$ cat config.mk
export PLATFORM = sky130hd
export DESIGN_NAME = inst_fetch_unit
export DESIGN_NICKNAME = d
export VERILOG_FILES = /design/src/rtl/cpu_defs_pkg.sv /design/src/rtl/fetch_queue.sv /design/src/rtl/inst_fetch_unit.sv
export SDC_FILE = /design/constraint.sdc
export NUM_CORES = 1
export LEC_CHECK = 0
export CORE_MARGIN = 2
export CORE_UTILIZATION = 59
export DETAILED_ROUTE_END_ITERATION = 10
export PLACE_DENSITY_LB_ADDON = 0.3
export SYNTH_ARGS = -nofsm -noshare
export SYNTH_HDL_FRONTEND = slang
export SYNTH_HIERARCHICAL = 1
export SYNTH_SLANG_ARGS = --single-unit
$ cat constraint.sdc
create_clock -name clk -period 10.6 [get_ports clk]
set_input_delay 2.12 -clock clk [delete_from_list [all_inputs] [get_ports clk]]
set_output_delay 2.12 -clock clk [all_outputs]
set_load 0.01 [all_outputs]
$ cat src/rtl/cpu_defs_pkg.sv
// Shared types and default parameters for the instruction fetch path.
package cpu_defs;

    localparam int INST_W = 32;
    localparam int ADDR_W = 32;
    localparam logic [ADDR_W-1:0] RESET_PC = '0;
    localparam logic [ADDR_W-1:0] PC_INC = ADDR_W'(4);

    typedef enum logic [1:0] {
        IDLE,
        FETCH,
        FULL
    } fetch_state_e;

    typedef struct packed {
        logic [ADDR_W-1:0] pc;
        logic [INST_W-1:0] inst;
    } fetch_entry_t;

endpackage

$ cat src/rtl/fetch_queue.sv
// Flushable synchronous FIFO holding fetched {pc, inst} entries in program order.
// Flush dominates push and pop; the head output reads as zero while empty.
module fetch_queue
    import cpu_defs::*;
#(
    parameter int  DEPTH   = 4,
    parameter type ENTRY_T = fetch_entry_t
) (
    input  logic                   clk,
    input  logic                   rst_n,
    input  logic                   push_i,
    input  logic                   pop_i,
    input  logic                   flush_i,
    input  ENTRY_T                 push_data_i,
    output ENTRY_T                 head_o,
    output logic [$clog2(DEPTH):0] count_o,
    output logic                   empty_o,
    output logic                   full_o
);

    localparam int PW = $clog2(DEPTH);

    ENTRY_T        mem_q [DEPTH];
    logic [PW-1:0] rd_ptr_q, rd_ptr_d;
    logic [PW-1:0] wr_ptr_q, wr_ptr_d;
    logic [PW:0]   count_q, count_d;
    logic          do_push, do_pop;

    assign empty_o = (count_q == '0);
    assign full_o  = (count_q == (PW+1)'(DEPTH));
    assign count_o = count_q;
    assign head_o  = empty_o ? '0 : mem_q[rd_ptr_q];

    // Overflowing pushes and underflowing pops are dropped rather than corrupting order.
    assign do_push = push_i && !flush_i && (!full_o || pop_i);
    assign do_pop  = pop_i && !flush_i && !empty_o;

    always_comb begin
        rd_ptr_d = rd_ptr_q;
        wr_ptr_d = wr_ptr_q;
        count_d  = count_q;
        if (flush_i) begin
            rd_ptr_d = '0;
            wr_ptr_d = '0;
            count_d  = '0;
        end else begin
            if (do_push) wr_ptr_d = wr_ptr_q + PW'(1);
            if (do_pop)  rd_ptr_d = rd_ptr_q + PW'(1);
            count_d = count_q + (PW+1)'(do_push) - (PW+1)'(do_pop);
        end
    end

    always_ff @(posedge clk or negedge rst_n) begin
        if (!rst_n) begin
            rd_ptr_q <= '0;
            wr_ptr_q <= '0;
            count_q  <= '0;
        end else begin
            rd_ptr_q <= rd_ptr_d;
            wr_ptr_q <= wr_ptr_d;
            count_q  <= count_d;
        end
    end

    always_ff @(posedge clk) begin
        if (do_push) mem_q[wr_ptr_q] <= push_data_i;
    end

endmodule

$ cat src/rtl/inst_fetch_unit.sv
// Instruction fetch unit: owns the PC, requests from a combinational I-cache and queues
// instructions for the decoder. Define FETCH_PERF_CNT_EN to add fetch/stall perf counters.
module inst_fetch_unit #(
    parameter int                INST_W   = cpu_defs::INST_W,
    parameter int                ADDR_W   = cpu_defs::ADDR_W,
    parameter int                DEPTH    = 4,
    parameter logic [ADDR_W-1:0] RESET_PC = cpu_defs::RESET_PC
) (
    input  logic              clk,
    input  logic              rst,
    output logic              pc_icache_ce,
    output logic [ADDR_W-1:0] icache_addr,
    input  logic              sta_icache_stall,
    input  logic [INST_W-1:0] icache_dec_inst,
    input  logic              icache_dec_enable,
    input  logic              redirect_valid,
    input  logic [ADDR_W-1:0] redirect_pc,
    input  logic              dec_ready,
    output logic              dec_valid,
    output logic [INST_W-1:0] dec_inst,
    output logic [ADDR_W-1:0] dec_pc
`ifdef FETCH_PERF_CNT_EN
    ,
    output logic [31:0]       perf_fetch_cnt,
    output logic [31:0]       perf_stall_cnt
`endif
);

    import cpu_defs::*;

    localparam int CW = $clog2(DEPTH) + 1;

    typedef struct packed {
        logic [ADDR_W-1:0] pc;
        logic [INST_W-1:0] inst;
    } entry_t;

    fetch_state_e      state_q;
    logic [ADDR_W-1:0] pc_q, pc_d;
    logic [CW-1:0]     count, count_d;
    logic              accept, pop, q_empty, q_full;
    logic              unused_redirect_lsbs;
    entry_t            push_entry, head;

    assign pc_icache_ce = (state_q == FETCH) && !q_full && !redirect_valid;
    assign icache_addr  = pc_q;
    assign accept       = pc_icache_ce && icache_dec_enable && !sta_icache_stall;
    assign dec_valid    = !q_empty && !redirect_valid;
    assign pop          = dec_valid && dec_ready;
    assign dec_inst     = head.inst;
    assign dec_pc       = head.pc;
    assign push_entry   = {pc_q, icache_dec_inst};

    assign unused_redirect_lsbs = ^redirect_pc[1:0];

    fetch_queue #(
        .DEPTH   (DEPTH),
        .ENTRY_T (entry_t)
    ) u_queue (
        .clk         (clk),
        .rst_n       (rst),
        .push_i      (accept),
        .pop_i       (pop),
        .flush_i     (redirect_valid),
        .push_data_i (push_entry),
        .head_o      (head),
        .count_o     (count),
        .empty_o     (q_empty),
        .full_o      (q_full)
    );

    // Occupancy after this edge decides FULL, so fetch resumes the cycle after a pop frees a slot.
    always_comb begin
        count_d = count;
        pc_d    = pc_q;
        if (redirect_valid) begin
            count_d = '0;
            pc_d    = {redirect_pc[ADDR_W-1:2], 2'b00};
        end else begin
            count_d = count + CW'(accept) - CW'(pop);
            if (accept) pc_d = pc_q + ADDR_W'(PC_INC);
        end
    end

    always_ff @(posedge clk or negedge rst) begin
        if (!rst) begin
            state_q <= IDLE;
            pc_q    <= RESET_PC;
        end else begin
            pc_q <= pc_d;
            case (state_q)
                IDLE:    state_q <= FETCH;
                default: state_q <= (!redirect_valid && count_d == CW'(DEPTH)) ? FULL : FETCH;
            endcase
        end
    end

`ifdef FETCH_PERF_CNT_EN
    logic [31:0] fetch_cnt_q, stall_cnt_q;

    // Saturating counters; redirects deliberately leave them untouched.
    always_ff @(posedge clk or negedge rst) begin
        if (!rst) begin
            fetch_cnt_q <= '0;
            stall_cnt_q <= '0;
        end else begin
            if (accept && fetch_cnt_q != '1)
                fetch_cnt_q <= fetch_cnt_q + 32'd1;
            if (pc_icache_ce && sta_icache_stall && stall_cnt_q != '1)
                stall_cnt_q <= stall_cnt_q + 32'd1;
        end
    end

    assign perf_fetch_cnt = fetch_cnt_q;
    assign perf_stall_cnt = stall_cnt_q;
`endif

endmodule

# Word-level counts from Yosys, hierarchy flattened
# Memory sizes are Yosys's and may differ from the RTL's.
# Cells that the tools add are included.
# totals
ff_bits,41
ramBits,256
wordCells,50
mem_count,1
# op_classes
add_sub_neg,7
eq_ne,3
mux,13
n_reduce_logical,21
# mem_list
name,depth,word_bits,rd,rd_ports_with_merged_regs,wr,line_no,text
u_queue.mem_q,4,64,1,0,1,fetch_queue.sv:23,ENTRY_T mem_q [DEPTH];
# op_table
op,n
$mux W32,2
$mux W64,1
$add A32 B3 Y32 const B,1
$mux W2,6
$logic_and A1 B1 Y1,11
$add A3 B1 Y3,2
$eq A3 B3 Y1 const B,2
$mux W3,2
$reduce_bool A2 Y1,3
$sub A3 B1 Y3,2
$add A2 B1 Y2 const B,2
$logic_not A1 Y1,4
$logic_not A3 Y1,1
$eq A2 B1 Y1 const B,1
$logic_not A2 Y1,1
$mux W1,2
$logic_or A1 B1 Y1,1

# Logic depth before layout (Yosys ltp)
# Gate-level depths: netlist of run 1.
# logic_depth
depth_word,13
depth_mapped,15
depth_no_buf,14

# Cells and area by module
# The synthesis of run 1 kept the hierarchy.
# modules_own_cells
module,instances,cells_per_inst,area_per_inst_um2,seq_area_each_um2
fetch_queue,1,451,10121.0,7862.5
inst_fetch_unit,1,248,2069.5,800.8

# Worst setup path after synthesis of run 1
# No wires, ideal clock.
# synth_timing
path_kind,input port to flip-flop
start,input redirect_valid
end,memory u_queue/mem_q[0][0] (netlist name) (enable)
setup_time_ps,429
t_arrival_ps,4879
slack_ps,5292
stages,8
n_path_buf,2
cell_sequence,buf_6 -> nor4b_4 -> nand3b_2 -> clkinv_2 -> buf_2 -> nand2b_1 -> a21oi_2 -> and2_1
# synth_via
elab_chain_cells,8
elab_cells_between_ends,11
cone_classes,mux: 2; reduce/logical: 9
# synth_lines
item,line_no,text
from (decl),inst_fetch_unit.sv:16,"input logic redirect_valid,"
$logic_not A1 Y1,inst_fetch_unit.sv:45,assign pc_icache_ce = (state_q == FETCH) && !q_full && !redirect_valid;
$logic_and A1 B1 Y1,inst_fetch_unit.sv:45,
via pc_icache_ce,inst_fetch_unit.sv:11,"output logic pc_icache_ce,"
$logic_and A1 B1 Y1 (2 in series),inst_fetch_unit.sv:47,assign accept = pc_icache_ce && icache_dec_enable && !sta_icache_stall;
via accept,inst_fetch_unit.sv:41,"logic accept, pop, q_empty, q_full;"
$logic_and A1 B1 Y1 (2 in series),fetch_queue.sv:35,assign do_push = push_i && !flush_i && (!full_o || pop_i);
$mux W1,fetch_queue.sv:66,if (do_push) mem_q[wr_ptr_q] <= push_data_i;
$mux W1 (not written as such),fetch_queue.sv:66,
to (decl),fetch_queue.sv:23,
# The timed path passes the listed nets, and every way through them passes these cells.

# Worst setup path in the final report of run 1
# layout_timing
start,input redirect_valid
end,output pc_icache_ce
# layout_via
elab_chain_cells,2
# layout_lines
item,line_no
$logic_not A1 Y1,inst_fetch_unit.sv:45
$logic_and A1 B1 Y1,inst_fetch_unit.sv:45
to (decl),inst_fetch_unit.sv:11
# No other way between the ends.

==> results of run 1 <==
metrics by stage:
step	utilization [%]	hold slack [ps]	setup slack, ps	cell area [um^2]
2_1_floorplan	-	504	5290	12200
3_3_place_gp	69.3	514	4920	14000
3_5_place_dp	69.3	571	4830	14000
4_1_cts	73.7	583	4900	14900
5_1_grt	73.7	607	4810	14900
6_report	73.7	593	4870	14900
worst min-delay path, stage by stage, from the launching register on:
cell	delay, ps
dfrtp_1	370
nor2_1	110
nor3_1	80
power groups by stage:
stage | Clock (uW) | Sequential [uW] | Combinational (uW)
floorplan | 0 | 1340 | 54.4
global placement | 0 | 1350 | 139
detailed placement | 0 | 1350 | 144
CTS | 967 | 1330 | 145
global route | 1010 | 1330 | 155
finish | 948 | 1330 | 145
registers in the layout (all words and copies together) (netlist names):
signal / cells
u_queue/mem_q: 256
u_queue/count_o: 3
u_queue/wr_ptr_q: 2
icache_addr: 30
u_queue/rd_ptr_q: 2
state_q: 2
worst max path at each step:
| stage | end | slack, ps | cells past startpoint |
|---|---|---|---|
| 6_report | pc_icache_ce | 4870 | 3 |
| 5_1_grt | dec_pc[18] | 4810 | 4 |
| 4_1_cts | pc_icache_ce | 4900 | 3 |
| 3_5_place_dp | u_queue/count_o[2] | 4830 | 14 |
| 3_3_place_gp | pc_icache_ce | 4920 | 3 |
| 2_1_floorplan | u_queue/mem_q[0][0] | 5290 | 8 |
final cells by class:
type	count	area [um^2]
tap	270	338
inverter	15	57.6
timing repair buffer	166	1640
sequential	295	8670
fill	1200	5330
multi-input combinational	362	3310
clock inverter	11	80.1
clock buffer	42	805
per-layer routing:
layer / track usage [%] / share of wire, %
met5: 0 / 0
met4: 6.54 / 1.6
met3: 3.86 / 7.2
met2: 39.4 / 51
met1: 31.7 / 40
layout by cell type (no fill, tap or decap), drive strengths merged, types with 2 or more instances in the layout:
cell type	instances
nor2b	69
nor3b	2
xnor2	2
buf	5
nor3	4
o211ai	5
mux2i	2
clkinv	10
mux2	2
conb	10
xor2	3
nand2	37
mux4	64
dfrtp	39
nand3	27
and3	3
or3	5
and2	7
nor2	24
o21ai	21
nand3b	2
clkbuf	42
edfxtp	256
a31oi	6
clkdlybuf4s50	161
fa	2
inv	15
ha	9
a32oi	4
a21oi	8
nand2b	4
a22oi	4
nor4	6
nand4	12
o311ai	10
cells by family after synthesis:
| logic type | after synthesis | share of synthesized area [%] |
|---|---|---|
| adders and majority gates | 11 | 1.25 |
| other | 1 | 0.0308 |
| DFF | 295 | 71.1 |
| AOI/OAI and AO/OA | 63 | 3.45 |
| buffers and inverters | 51 | 2.17 |
| muxes | 68 | 12.2 |
| xor gates and xnor gates | 5 | 0.359 |
| and+or+nand+nor | 205 | 9.50 |
==> results.md, run 1 <==
- Synth cell types: 50
- Die width: about 150 um
- Synth Flop Type: edfxtp_1
- Count leader, synth: edfxtp_1
- Synth area leader: edfxtp_1
- CP startpoint kind: primary input
- Switching power: 506 uW
- Seq/Total Area, Yosys: a little under three quarters
- Flop-to-flop setup slack: 6640 ps
- CTS sink count: ~300
- Area Overhead vs Synth: 22.3%
- Max-cap check violation count: 0
- Pre-antenna DRT Iters: 5
- Cell total after placement: 1108
- Peak VDD IR: between 0.0001 and 0.00015 V
- Fin nets: 950
- Register-to-Register Path Depth: 14
- Number of synthesized flops with an enable pin: ~260
- Vias per cell: between 5 and 6
- Global placement routability congestion: 0.866
- Vert. Die Dim: 148 um
- Mean Syn Cell Area: roughly 17 um^2
- Maximum root-to-sink buffer count: 3
- Largest net degree at the start of global routing: 67
- Share of the synthesized area in the top cell type: between 60% and 70%
- Vias in the first global route: ~7300
- Pwr/cell area: 162 nW/um^2
- Htree depth: 1
- Pwr Total: between 2000 and 2500 uW
- #FFs+latches synth: 295
- DRC violations left: 0
- Max incr delay on CP: a little over 600 ps
- Launch point of the worst reg-to-reg path: u_queue/count_o[1]
- Maximum clock rate: about 0.17 GHz
- Measured slew at the worst slew-check pin: between 1000 and 1500 ps
- Detailed placer's ending HPWL: 14.3 mm
- Core area: 20200 um^2
- Worst-path cell chain: buf_2 > nor4b_4 > clkdlybuf4s50_1
- GRT Resource Usage Total: 23.2%
- IO Pins: between 150 and 200
- Initial DRC count: between 500 and 600
- Worst hold path class: flop to flop
- Starting Density: 60.2%
- WL/cell: ~21 um
- CTS tree: built
- Detailed-route via count: 6907
- Asr flop ratio synth: roughly an eighth
- Final Critical Period: around 5700 ps
- Reg-to-reg endpoint: u_queue/count_o[2]
- Hold Path Depth: 2
- First-pass GRT wire length: a little under 40 mm
- Internal power: around 1900 uW
- Switch share: 20.9%
- Slew headroom: between 30% and 40%
- Hold Crit Start: state_q[0]
- Leak: roughly 0.005 uW
- Clk_skew: approximately 24 ps
- WS Path Type: primary input to primary output
- Synth area leaders: edfxtp_1 (63%), mux4_2 (12%), dfrtp_1 (8.0%)
- CP required: between 8000 and 9000 ps
- Die area: 21800 um^2
- WHS Endpoint: state_q[1]
- Clk_lat worst skew: between 500 and 600 ps
- Final hold vios: 0
- Antenna fix cells: 0
- Final Max Slew Viols: 0
- Initial antenna violation count: 0
- Crit path max fanout: 53
- Wirelength, routed: ~25 mm
- Post-DRT Antenna Nets: 0
- Grt ovf: 0
- Buf+Inv Stages, Crit Path: 2
- Final TNS setup: 0 ps
- RSZ-0062 raised after global routing: false
- I/O Buffers: between 150 and 200
- Cts repair resizes: 0
- Synth Instances: approximately 700
- Mapped Area: approximately 12000 um^2
- Combinational fraction of design power: approximately 6%
- Final setup fails: 0
- Clock network fraction of total power: between 30% and 40%
- Yosys warns: 6
- Root Driver: clkbuf_16
- FP Rows: 52
- Non-Filler Instances: around 1200
- Family with the most delay on the worst path: buffers and inverters
- Layout cell share with drive strength beyond 1: 14.0%
- Max stage delay cell, worst path: clkdlybuf4s50_1
- Worst setup EP type: primary output
- Postcts setup bufs: 0
- Period utilization: a little over half
- Hold_buf cts: 0
- Synth cell count leaders: edfxtp_1 (256), nor2b_1 (69), mux4_2 (64), dfrtp_1 (39), nand2_1 (37)
- Status: finished, final reports clean
- Worst endpoint data arrival time: 3610 ps
- Register share of total power: a little over half
- Setup crit start: redirect_valid
- Worst-path clk slew: around 60 ps
- CTS buffer count: 29
Power figures use the tool's default switching activity.
==> run 2: changes to the inputs <==
--- a/config.mk
+++ b/config.mk
@@ -6,7 +6,7 @@
 export NUM_CORES = 1
 export LEC_CHECK = 0
 export CORE_MARGIN = 2
-export CORE_UTILIZATION = 59
+export CORE_UTILIZATION = 50
 export DETAILED_ROUTE_END_ITERATION = 10
 export PLACE_DENSITY_LB_ADDON = 0.3
 export SYNTH_ARGS = -nofsm -noshare
==> constraint.sdc (replaced) <==
create_clock -name clk -period 4.65 [get_ports clk]
set_input_delay 0.93 -clock clk [delete_from_list [all_inputs] [get_ports clk]]
set_output_delay 0.93 -clock clk [all_outputs]
set_load 0.01 [all_outputs]
==> run 2 against run 1 <==
Compared with the run above:
- flip-flop and latch count unchanged
- routed wire length decreased by 0.86%
- sequential power increased by 130%
- register-to-register slack got worse by 5200 ps
- clock power increased by 150%
- cell count increased by 5.4%
- non-clock buffer count increased by 9
- global-route usage decreased by 4.3 points
==> results.md, run 2 (synthesized netlist as in run 1, its figures left out) <==
- Status: finished, final reports clean
- Initial antenna violation count: 0 (unchanged)
- Worst hold path class: primary input to asynchronous set/reset pin
- Area of the multi-input gates: 3310 um^2 (unchanged)
- Worst setup EP type: primary output
- Met2 Usage GRT: 30.4% (-9.0 points)
- Grt peak-use layer: met2
- Number of flip-flops in the largest register: 256 (unchanged)
- Commonest non-fill, non-tap cell in the layout: edfxtp_1
- Final Max Slew Viols: 0 (unchanged)
- I/O Buffers: 163 (unchanged)
- Max-cap check violation count: 0 (unchanged)
- Launch point of the worst reg-to-reg path: u_queue/count_o[1]
- Leak: 0.00496 uW (+2.1%)
- Layout cell share with drive strength beyond 1: 15.4% (+1.4 points)
- Post-DRT Antenna Nets: 0 (unchanged)
- IO Pins: 168 (unchanged)
- Most frequent cells in the layout: edfxtp_1 (256), clkdlybuf4s50_1 (162), nor2b_1 (69), mux4_2 (64)
- Die width: 160 um (+8.4%)
- Postcts setup bufs: 0 (unchanged)
- WL/cell: 19.9 um (-6.0%)
- Period utilization: 81.2%
- Final Critical Period: between 3000 and 4000 ps
- CP required: 3720 ps (-4760 ps)
- Final hold vios: 0 (unchanged)
- Pre-antenna DRT Iters: 5 (unchanged)
- Vias in the first global route: 6939 (-4.6%)
- Storage element area: 8670 um^2 (about the same)
- Die area: 25600 um^2 (+17%)
- RSZ-0062 raised after global routing: false
- CP startpoint kind: flop
- Maximum root-to-sink buffer count: 3 (unchanged)
- Largest net degree at the start of global routing: 67 (unchanged)
- Final setup fails: 0 (unchanged)
- Final TNS setup: 0 ps (unchanged)
- Fin nets: 959 (+0.95%)
- GRT Resource Usage Total: 18.9% (-4.3 points)
- CTS buffer count: 29 (unchanged)
- Setup crit start: u_queue/count_o[1]
- Slew headroom: 32.8% (about the same)
- Detailed-route via count: 6840 (-0.97%)
- Htree depth: 1 (unchanged)
- Global placement routability congestion: 0.818 (-5.6%)
- Crit path max fanout: 65 (+23%)
- Maximum clock rate: about 0.26 GHz
- Cts repair resizes: 0 (unchanged)
- Worst endpoint data arrival time: 2840 ps (-770 ps)
- Worst-path clk slew: 70 ps (about the same)
- Top reg by flops: u_queue/mem_q
- Final core occ: 63.1% (-11 points)
- Clk_skew: 9.49 ps (-14.8 ps)
- Detailed placer's ending HPWL: 14.8 mm (+3.6%)
- Vert. Die Dim: 160 um (+8.4%)
- Wirelength, routed: 24.4 mm (-0.86%)
- CTS tree: built
- CTS sink count: 295 (unchanged)
- Area Overhead vs Synth: 24.8%
- Vias per cell: 5.59 (-6.1%)
- Pwr/cell area: 376 nW/um^2 (+130%)
- Root Driver: clkbuf_16
- DRC violations left: 0 (unchanged)
- Peak VDD IR: 0.000248 V (+100%)
- Initial DRC count: 427 (-19%)
- Measured slew at the worst slew-check pin: 1010 ps (-0.410 ps)
- GR Layer Usage met3: 3.32% (-0.53 points)
- Antenna fix cells: 0 (unchanged)
- Fillcell total: 1796 (+50%)
- Starting Density: 50.6% (-9.7 points)
- Hold_buf cts: 0 (unchanged)
- WS Path Type: flop to primary output
- Clk_lat worst skew: 530 ps (about the same)
- Grt ovf: 0 (unchanged)
- Core area: 24100 um^2 (+19%)
- FP Rows: 57 (+9.6%)
- First-pass GRT wire length: 38.2 mm (-2.9%)
- Met1 Use GR: 27.1% (-4.6 points)
[run 2: changes by cell type in the layout (fill, tap and decap cells not counted), moves of 2 or more]
cell        before  now
buf_4            3    7
clkinv_1         3    0
bufinv_16        1    3
clkinv_2         7    4
clkbuf_1        10    7
clkinvlp_4       0    3
clkbuf_8         3    8
buf_12           0    5
[run 2: layout make-up]
| class | instances | share of cell area (%) |
|---|---|---|
| Inverter | 15 | 0.378 |
| Clock inverter | 9 | 0.839 |
| Clock buffer | 44 | 5.67 |
| Tap cell | 324 | 2.66 |
| Sequential cell | 295 | 57.0 |
| Timing Repair Buffer | 175 | 11.7 |
| Multi-Input combinational cell | 362 | 21.8 |
[run 2: through the flow]
step / power, uW / hold slack, ps / instance area [um^2] / instances / worst slack, ps
2_1_floorplan: 3190 / 504 / 12200 / 708 / 532
3_3_place_gp: 3410 / 542 / 14200 / 1171 / 862
3_5_place_dp: 3410 / 555 / 14200 / 1171 / 795
4_1_cts: 5770 / 553 / 15200 / 1224 / 833
5_1_grt: 5920 / 587 / 15200 / 1224 / 758
6_report: 5720 / 533 / 15200 / 1224 / 876
[run 2: worst max-delay path, cell delays in order (launching register included)]
cell and delay, ps:
dfrtp_1 520, nor3_4 310, buf_4 690, nor2b_1 200
clkdlybuf4s50_1 530
[run 2: per-layer routing]
metal / share of wire (%) / up-vias
li1: - / 3093
met1: 44 / 3435
met2: 48 / 280
met3: 7.0 / 32
met4: 1.8 / 0
met5: 0 / -
[run 2: final timing paths]
path                       slack, ps                  end  cells after the start
max                              880           dec_pc[17]                      4
min                              530       icache_addr[5]                      1
max reg2reg                     1430   u_queue/count_o[2]                     14
min reg2reg                      570  u_queue/wr_ptr_q[0]                      1
max in group asynchronous       3420  u_queue/rd_ptr_q[1]                      1
min in group clk                 570  u_queue/wr_ptr_q[0]                      1
[run 2: power breakdown]
group	switching [uW]	leakage [uW]	internal [uW]	total [uW]
clock network	924	0.000478	1440	2360
logic	151	0.00169	177	328
registers	89.1	0.00279	2940	3030
==> run 3: changes to the inputs <==
==> constraint.sdc (replaced) <==
create_clock -name clk -period 3.3 [get_ports clk]
set_input_delay 0.66 -clock clk [delete_from_list [all_inputs] [get_ports clk]]
set_output_delay 0.66 -clock clk [all_outputs]
set_load 0.01 [all_outputs]
==> run 3 against run 2 <==
Compared with the run above:
- critical path depth unchanged
- worst setup slack lost 710 ps
- count of clock-buffer cells in the layout fell by 2
- utilization grew 0.70 points
- non-clock buffer count is 8 higher
- flip-flop and latch count stayed put
- combinational power up 43%
==> results.md, run 3 (synthesized netlist as in run 1, its figures left out) <==
- Grt ovf: 0 (unchanged)
- Max-cap check violation count: 0 (unchanged)
- Slew headroom: 38.6% (+5.8 points)
- Clk_lat worst skew: 540 ps (about the same)
- Fin nets: 968 (+0.94%)
- Global placement routability congestion: 0.804 (-1.7%)
- Maximum clock rate: about 0.32 GHz
- Measured slew at the worst slew-check pin: 921 ps (-87.2 ps)
- Cell total after placement: 1177 (+0.51%)
- Die width: 160 um (unchanged)
- Vias per cell: 5.55 (-0.62%)
- Commonest non-fill, non-tap cell in the layout: edfxtp_1
- Max incr delay on CP: 540 ps (-150 ps)
- First-pass GRT wire length: 38.7 mm (+1.3%)
- Top reg by flops: u_queue/mem_q
- CP required: 2640 ps (-1080 ps)
- Final setup fails: 0 (unchanged)
- Final TNS setup: 0 ps (unchanged)
- Maximum root-to-sink buffer count: 3 (unchanged)
- Layout cell share with drive strength beyond 1: 15.9% (+0.47 points)
- Fillcell total: 1729 (-3.7%)
- CP startpoint kind: flop
- Final Critical Period: 3140 ps
- Antenna fix cells: 0 (unchanged)
- DRC violations left: 0 (unchanged)
- FP Rows: 57 (unchanged)
- CTS tree: built
- Period utilization: 95.1%
- Pre-antenna DRT Iters: 4 (-1)
- Core area: 24100 um^2 (unchanged)
- I/O Buffers: 163 (unchanged)
- Area Overhead vs Synth: 26.2%
- Die area: 25600 um^2 (unchanged)
- Most frequent cells in the layout: edfxtp_1 (256), clkdlybuf4s50_1 (161), nor2b_1 (69), mux4_2 (64)
- Final hold vios: 0 (unchanged)
- Vert. Die Dim: 160 um (unchanged)
- GRT Resource Usage Total: 19.2% (+0.36 points)
- Hold_buf cts: 0 (unchanged)
- Largest net degree at the start of global routing: 67 (unchanged)
- Non-Filler Instances: 1235 (+0.90%)
- Final Max Slew Viols: 0 (unchanged)
- Initial DRC count: 417 (-2.3%)
- Wirelength, routed: 24.7 mm (+1.4%)
- Detailed placer's ending HPWL: 14.9 mm (+0.35%)
- CTS buffer count: 30 (+3.4%)
- Htree depth: 1 (unchanged)
- Clk_skew: 16.5 ps (+7.03 ps)
- Worst-path clk slew: 70 ps (about the same)
- CTS sink count: 295 (unchanged)
- Cell area after layout: 15400 um^2 (+1.1%)
- Status: finished, final reports clean
- Max stage delay cell, worst path: mux4_2
- Pwr/cell area: 534 nW/um^2 (+42%)
- Worst setup EP type: primary output
- Detailed-route via count: 6859 (+0.28%)
- WS Path Type: flop to primary output
- Worst hold path class: primary input to asynchronous set/reset pin
- Leak: 0.00504 uW (+1.5%)
- Area after DPL: 14300 um^2 (+0.72%)
- Final core occ: 63.8% (+0.70 points)
- Peak VDD IR: 0.000361 V (+45%)
- RSZ-0062 raised after global routing: false
- Vias in the first global route: 6839 (-1.4%)
- Post-DRT Antenna Nets: 0 (unchanged)
- Worst-path cell chain: buf_12 > mux4_2 > nor2b_1 > clkdlybuf4s50_1
- Worst endpoint data arrival time: 2480 ps (-360 ps)
- WL/cell: 20.0 um (+0.52%)
- IO Pins: 168 (unchanged)
- Initial antenna violation count: 0 (unchanged)
- Root Driver: clkbuf_16
- Starting Density: 50.6% (unchanged)
- Number of flip-flops in the largest register: 256 (unchanged)
- Crit path max fanout: 29 (-55%)
## run 3: stage by stage
step,hold slack [ps],total power [uW],setup slack [ps]
2_1_floorplan,364,4490,144
3_3_place_gp,531,4800,361
3_5_place_dp,553,4810,323
4_1_cts,266,8280,97.9
5_1_grt,300,8510,36.0
6_report,259,8220,163
## run 3: final cells by class
class                   count  area, um^2  area share [%]
multi-input cells         362        3310            21.5
clock buffers              42         817            5.31
repair buffers            183        1910            12.4
clock inverters            14         210            1.37
well taps                 324         405            2.64
inverters                  15        57.6           0.374
flip-flops and latches    295        8670            56.4
## run 3: worst paths after layout
path | start | endpoint | slack, ps | cells past startpoint
max | u_queue/rd_ptr_q[0] | dec_pc[19] | 160 | 4
max in group asynchronous | rst | u_queue/rd_ptr_q[0] | 2370 | 1
max reg2reg | u_queue/count_o[1] | state_q[0] | 440 | 12
min | rst | icache_addr[3] | 260 | 1
min in group clk | redirect_valid | u_queue/rd_ptr_q[0] | 440 | 2
min reg2reg | u_queue/wr_ptr_q[0] | u_queue/wr_ptr_q[0] | 560 | 1
## run 3: where the power goes
part           total (uW)  internal, uW  switching (uW)
combinational         468           253             215
clock                3480          2130            1350
sequential           4270          4140             125
## run 3: repair_timing
item / CTS / global route
buffers inserted: 2 / 0
endpoints found under the setup margin: 44 / 0
resized for setup: 0 / 0
hold endpoints to repair: 0 / 0
## run 3: critical path: cells and delay by family, from the launching register on
kind	cells	cell delay (ps)
buf+inv	2	760
mux	1	540
flops	1	470
simple gates	1	160
## run 3: per-layer routing
metal | vias to the layer above | routed length, um | share of wire [%] | track usage (%)
li1 | 3130 | - | - | -
met1 | 3444 | 10900 | 44 | 28.2
met2 | 261 | 11900 | 48 | 30.9
met3 | 24 | 1570 | 6.4 | 3.35
met4 | 0 | 312 | 1.3 | 4.14
met5 | - | 0 | 0 | 0
